[src/rtl/switch_box_config_loader.sv]
// Word-serial configuration loader for one universal_switch_box tile.
// Words fill a shadow register; a trailing XOR checksum gates an atomic commit to c.
module switch_box_config_loader #(
  parameter int WS = 8,
  parameter int WD = 8,
  parameter int CW = 8
) (
  input  logic                          clk,
  input  logic                          rst,
  input  logic                          cfg_start,
  input  logic [CW-1:0]                 cfg_data,
  input  logic                          cfg_valid,
  output logic                          cfg_ready,
  output logic [WS*6 + WD/2*6 - 1:0]    c,
  output logic                          busy,
  output logic                          done,
  output logic                          err
);

  localparam int CFGW = WS*6 + WD/2*6;
  localparam int NW   = (CFGW + CW - 1) / CW;
  localparam int SHW  = NW * CW;
  localparam int CNTW = $clog2(NW + 1);
  localparam logic [CNTW-1:0] LAST = CNTW'(NW);

  // Handshake: a word transfers on a rising edge where cfg_valid && cfg_ready;
  // cfg_ready is a registered decode of LOAD and never depends on cfg_valid.
  typedef enum logic [1:0] {
    IDLE  = 2'd0,
    LOAD  = 2'd1,
    CHECK = 2'd2
  } state_t;

  state_t          state;
  logic [CNTW-1:0] cnt;
  logic [CW-1:0]   acc;
  logic [CW-1:0]   chk;
  // Padded to whole words; bits above CFGW still feed acc but never reach c.
  logic [SHW-1:0]  shadow;

  always_ff @(posedge clk) begin
    if (rst) begin
      state     <= IDLE;
      cnt       <= '0;
      acc       <= '0;
      chk       <= '0;
      shadow    <= '0;
      c         <= '0;
      cfg_ready <= 1'b0;
      busy      <= 1'b0;
      done      <= 1'b0;
      err       <= 1'b0;
    end else begin
      done <= 1'b0;
      err  <= 1'b0;
      case (state)
        IDLE: begin
          if (cfg_start) begin
            state     <= LOAD;
            cnt       <= '0;
            acc       <= '0;
            cfg_ready <= 1'b1;
            busy      <= 1'b1;
          end
        end
        LOAD: begin
          if (cfg_start) begin
            // Restart wins over a word offered in the same cycle; shadow is kept.
            cnt <= '0;
            acc <= '0;
          end else if (cfg_valid && cfg_ready) begin
            if (cnt == LAST) begin
              chk       <= cfg_data;
              state     <= CHECK;
              cfg_ready <= 1'b0;
            end else begin
              for (int k = 0; k < NW; k++) begin
                if (cnt == CNTW'(k)) shadow[k*CW +: CW] <= cfg_data;
              end
              acc <= acc ^ cfg_data;
              cnt <= cnt + 1'b1;
            end
          end
        end
        CHECK: begin
          if (chk == acc) begin
            c    <= shadow[CFGW-1:0];
            done <= 1'b1;
          end else begin
            err <= 1'b1;
          end
          state <= IDLE;
          busy  <= 1'b0;
        end
        default: begin
          state     <= IDLE;
          cfg_ready <= 1'b0;
          busy      <= 1'b0;
        end
      endcase
    end
  end

endmodule

[config.mk]
export PLATFORM = sky130hd
export DESIGN_NAME = switch_box_config_loader
export DESIGN_NICKNAME = d
export VERILOG_FILES = /design/src/rtl/switch_box_config_loader.sv
export SDC_FILE = /design/constraint.sdc
export NUM_CORES = 1
export LEC_CHECK = 0
export CAP_MARGIN = 20
export CELL_PAD_IN_SITES_DETAIL_PLACEMENT = 1
export CELL_PAD_IN_SITES_GLOBAL_PLACEMENT = 2
export CORE_MARGIN = 5
export CORE_UTILIZATION = 38
export DETAILED_ROUTE_END_ITERATION = 10
export PLACE_DENSITY_LB_ADDON = 0.05
export SYNTH_ARGS = -nofsm -noshare
export SYNTH_HDL_FRONTEND = slang
export SYNTH_SLANG_ARGS = --single-unit
[constraint.sdc]
create_clock -name clk -period 4.6 [get_ports clk]
set_clock_uncertainty 0.15 [all_clocks]
set_input_delay 0.46 -clock clk [delete_from_list [all_inputs] [get_ports clk]]
set_output_delay 0.46 -clock clk [all_outputs]
set_load 0.02 [all_outputs]
Word level (Yosys, flattened, before mapping)
Index checks and enable logic that the tools add are counted.
- register bits: 170
- latch bits: 0
- bits in writable memories: 0
- ROM bits: 0
- input port bits: 12
- output and inout port bits: 76
- logic and storage cells: 85
- memories: 0
- add/sub/neg operators: 1
- multipliers: 0
- div/mod/pow operators: 0
- $lt $le $gt $ge: 0
- equal/unequal tests: 18
- shift operators: 0
- mux-type cells: 23
- bitwise operators: 5
- reductions and logical operators: 20
- operators with widths (kind ; count):
    AND reduction 5 bit ; 10
    2-to-1 mux 8 bit ; 4
    == test 4 x 3 -> 1 bit, second input constant ; 4
    2-to-1 mux 4 bit ; 4
    case mux 8 bit (2 select lines) ; 1
    AND reduction 4 bit ; 3
    == test 4 x 2 -> 1 bit, second input constant ; 2
    == test 4 bit, second input constant ; 2
    == test 8 bit ; 1
    2-to-1 mux 2 bit ; 4
    inequality test 2 bit, second input constant ; 4
    case mux 4 bit (2 select lines) ; 1
    XOR 8 bit ; 1
    2-to-1 mux 1 bit ; 6
    inequality test 3 bit, second input constant ; 2
    adder 4 x 1 -> 4 bit, second input constant ; 1
    == test 4 x 1 -> 1 bit, second input constant ; 1
    logical NOT 4 bit ; 1
    NOT 1 bit ; 4
    case mux 2 bit (2 select lines) ; 1
    AND reduction 2 bit ; 2
    case mux 1 bit (3 select lines) ; 1
    == test 2 x 1 -> 1 bit, second input constant ; 1
    == test 2 bit, second input constant ; 1
    other kinds (5) ; 5

Depth between registers and ports, before layout
- depth after elaboration: 5
- gate-level depth with buffers: 8

Worst setup path after synthesis
Ideal clock, no wire load.
- path kind: input -> register
- from: input cfg_start
- to: register shadow[39]
- setup time: 128 ps
- data arrival time: 1686 ps
- data required time: 4322 ps
- slack: 2637 ps
- stages on the path: 6
- buffers on the path: 2
- cell sequence: or2_1 -> buf_6 -> or4_1 -> buf_2 -> mux2i_1 -> nor2_1
- longest elaborated chain between the ends: 2
- ends and longest elaborated chain (what ; line ; text):
    start, declared ; 10 ; input logic cfg_start,
    NOT 1 bit (no source line) ; n/a ;
    AND reduction 5 bit (no source line) ; n/a ;
    end signal, assigned by index ; 78 ; if (cnt == CNTW'(k)) shadow[k*CW +: CW] <= cfg_data;
    end, declared ; 39 ; logic [SHW-1:0] shadow;
No other way between the ends.
A chain may end at the register's enable or synchronous reset.

Worst setup path in the final report
- from: register state[1]
- to: register chk[7]
- longest elaborated chain between the ends: 2
- ends and longest elaborated chain (what ; line ; text):
    start, declared ; 34 ; state_t state;
    start signal, assigned ; 43 ; state <= IDLE;
    start signal, assigned ; 59 ; state <= LOAD;
    start signal, assigned ; 74 ; state <= CHECK;
    == test 2 x 1 -> 1 bit ; 56 ; case (state)
    AND reduction 4 bit (no source line) ; n/a ;
    end signal, assigned ; 73 ; chk <= cfg_data;
    end, declared ; 37 ; logic [CW-1:0] chk;
No other way between the ends.

==> results.rst <==
.. list-table::
   :header-rows: 1

   * - Metric
     - Value
   * - Result of the run
     - completed
   * - CTS Buffer Depth
     - 2
   * - Time the worst path needs with I/O delays and setup
     - 2.72 ns
   * - Max Cap Viol
     - 0
   * - Synthesized net count
     - 724
   * - Switching power as a share of total power
     - 0.213
   * - Required time of the critical path
     - 4.73 ns
   * - Overall track demand over capacity in global routing
     - 0.164
   * - Total internal power
     - 2.38 mW
   * - Total number of vias
     - 4997
   * - Starting DRT DRC Count
     - 171
   * - Cell area after synthesis
     - 7080 um2
   * - Count of endpoints failing setup in the final report
     - 0
   * - RD Place Congestion
     - 0.712
   * - Top-level I/O count
     - 88
   * - Latest clock arrival within the worst-skew pair
     - 0.42 ns
   * - Vias in the first global route
     - 5284
   * - Max transition margin
     - 0.419
   * - Top-area cell type share of the netlist area
     - 0.481
   * - Wire length of the first global-routing pass
     - 28100 um
   * - Post-CTS resize count
     - 0
   * - Number of warning messages in the yosys log
     - 0
   * - Total iterations of the first detailed-routing run
     - 4
   * - Synth top area cells
     - sky130_fd_sc_hd__dfxtp_1 (48%), sky130_fd_sc_hd__mux2i_1 (18%), sky130_fd_sc_hd__nand2b_1 (13%)
   * - Starting Density
     - 0.382
   * - TritonCTS clock tree
     - yes
   * - TritonCTS buffer count
     - 17
   * - Crit path buf inv count
     - 0
   * - Std-Cell Core Area
     - 18500 um2
   * - Worst path cell trace
     - or2_1 > nand3b_1 > mux2i_1 > nor2_1
   * - Highest attainable clock frequency
     - 367 MHz
   * - Clock slew seen by the registers of the worst setup and hold paths
     - 0.06 ns
   * - Library cell occupying the most area in the post-synthesis netlist
     - sky130_fd_sc_hd__dfxtp_1
   * - Slowest CP cell
     - sky130_fd_sc_hd__dfxtp_1
   * - Number of routed nets with antenna violations
     - 0
   * - Share of layout cells above drive strength 1
     - 0.0506
   * - Count of unique library cells instantiated by Yosys
     - 32
   * - Share of the clock period used by the worst path after layout
     - 0.592
   * - Highest ir drop seen on vdd
     - 0.000240 V
   * - Port Buf Inserts
     - 87
   * - Most common cell after layout, fill and taps aside
     - sky130_fd_sc_hd__dfxtp_1
   * - Fraction of the yosys area taken by sequential cells
     - 0.481
   * - X dimension of the die
     - 146 um
   * - Post-synthesis register bit count
     - 170
   * - Highest cell delay on the worst timing path
     - 0.89 ns
   * - Power per standard cell area
     - 352 nW/um2
   * - Die boundary height
     - 146 um
   * - Combinational share of power
     - 0.040
   * - Kind of launch point of the worst setup path
     - flop
   * - Pleak
     - 3.32 nW
   * - # nets final
     - 776
   * - Via-to-Cell Ratio
     - 4.98
   * - Tightest Pin Transition
     - 0.871 ns
   * - Worst Setup End Kind
     - flop
   * - DRC
     - 0
   * - Count of endpoints failing hold in the final timing report
     - 0
   * - # clock sinks
     - 170
   * - Number of buffers inserted by post-CTS setup repair
     - 0
   * - Row Count
     - 50
   * - Part of the power in the clock network
     - 0.470
   * - Total wirelength of the detailed-routed design
     - 17200 um
   * - Number of buffers inserted for hold repair after clock tree synthesis
     - 0
   * - Top library cells by usage in the layout, fill and taps aside
     - sky130_fd_sc_hd__dfxtp_1 (170), sky130_fd_sc_hd__nand2b_1 (148), sky130_fd_sc_hd__mux2i_1 (128)
   * - Overall die area
     - 21400 um2
   * - Area Growth Syn to Fin
     - 21.6%
   * - Switching Power
     - 646 uW
   * - Antenna cell count
     - 0
   * - Wirelength per Cell
     - 17.2 um
   * - Crit path setup slack, layout
     - 1.88 ns
   * - Sequential group share of total power
     - 0.490
   * - RSZ-0062 raised after global routing
     - false
   * - Worst slack at placement
     - 1.47 ns
   * - Critical Path Fanout Max
     - 26
   * - Class of the most critical hold timing path
     - reg -> reg
   * - Pin count of the biggest net entering global routing
     - 132
   * - Count of pins over their slew limit
     - 0
   * - Post-Route Hold Slack
     - 0.324 ns
   * - Post-Place Cell Area
     - 8030 um2
   * - Level count of the clock H-tree
     - 4
   * - Total congestion overflow
     - 0
   * - Antenna violations before repair
     - 0
   * - Cell family contributing the most delay on the critical path
     - simple AND/OR/NAND/NOR gates
   * - Placed wire-length estimate after detailed placement
     - 10900 um
   * - Setup TNS
     - 0 ns
   * - Syn Area/Cell
     - 9.99 um2
   * - Utilization of the core after routing
     - 0.464
   * - Startpoint-to-endpoint class of the critical path
     - reg -> reg
   * - Final Instance Area
     - 8600 um2
   * - Worst EP arrival
     - 2.85 ns
   * - Cell count after synthesis
     - 708
   * - Clock root buffer
     - sky130_fd_sc_hd__clkbuf_16
cell type report:
type	instances	area [um2]
inverter	13	48.8
multi-input combinational	468	3380
tap	234	293
sequential	170	3400
clock buffer	20	447
clock inverter	9	125
fill	2038	9920
timing repair buffer	90	903
layer usage:
layer,share of wire,wire length [um],track usage,up-vias
li1,-,-,-,2471
met5,0,0,0,-
met3,0.033,575,0.0431,11
met2,0.49,8530,0.283,75
met1,0.46,7960,0.201,2440
met4,0.010,179,0.0461,0
synthesized netlist by cell type, drive strengths merged:
library cell / n
a21oi: 15
and3: 1
and3b: 1
buf: 21
clkbuf: 36
clkinv: 8
dfxtp: 170
ha: 4
inv: 5
mux2i: 128
nand2: 3
nand2b: 148
nand3: 5
nand3b: 26
nand4: 2
nor2: 60
nor2b: 1
nor3: 4
nor4: 5
o211ai: 1
o21ai: 28
o21ba: 1
o21bai: 1
o31ai: 9
or2: 2
or3: 2
or4: 13
xnor2: 8
final timing paths:
path | from | to | slack, ns | cells past startpoint
min reg2reg | c[55] | c[55] | 0.32 | 2
max reg2reg | state[1] | chk[7] | 1.88 | 4
max | state[1] | chk[7] | 1.88 | 4
min | c[55] | c[55] | 0.32 | 2
registers in the layout (all words and copies together), names as in the netlist:
name and flops:
done 1, state 2, cnt 4, cfg_ready 1
c 72, shadow 72, acc 8, busy 1
err 1, chk 8
through the flow:
step           power (mW)  std cells
2_1_floorplan        1.60        708
3_3_place_gp         1.64        975
3_5_place_dp         1.64        975
4_1_cts              3.07       1004
5_1_grt              3.15       1004
6_report             3.03       1004
tightest hold or removal path, stage by stage, from the launching register on:
cell	delay, ns
sky130_fd_sc_hd__dfxtp_1	0.31
sky130_fd_sc_hd__nand2b_1	0.06
sky130_fd_sc_hd__mux2i_1	0.06
cells by family (layout without fill, tap and decap cells):
logic type | Yosys count | in the layout | share of synthesized area
AND/OR/NAND/NOR | 273 | 273 | 0.235
multiplexers | 128 | 128 | 0.181
flip-flops | 170 | 170 | 0.481
adder cells (fa/ha/maj) | 4 | 4 | 0.00707
buffers and inverters | 70 | 132 | 0.0421
AO/OA/AOI/OAI | 55 | 55 | 0.0435
XOR/XNOR | 8 | 8 | 0.00990
power groups by stage:
| stage | clock network (mW) | logic [mW] | registers, mW |
|---|---|---|---|
| after global placement | 0 | 0.119 | 1.52 |
| after floorplan | 0 | 0.0808 | 1.52 |
| after CTS | 1.47 | 0.122 | 1.48 |
| after detailed placement | 0 | 0.122 | 1.52 |
| after global routing | 1.53 | 0.131 | 1.48 |
| final | 1.42 | 0.120 | 1.48 |
Power figures use the tool's default switching activity.
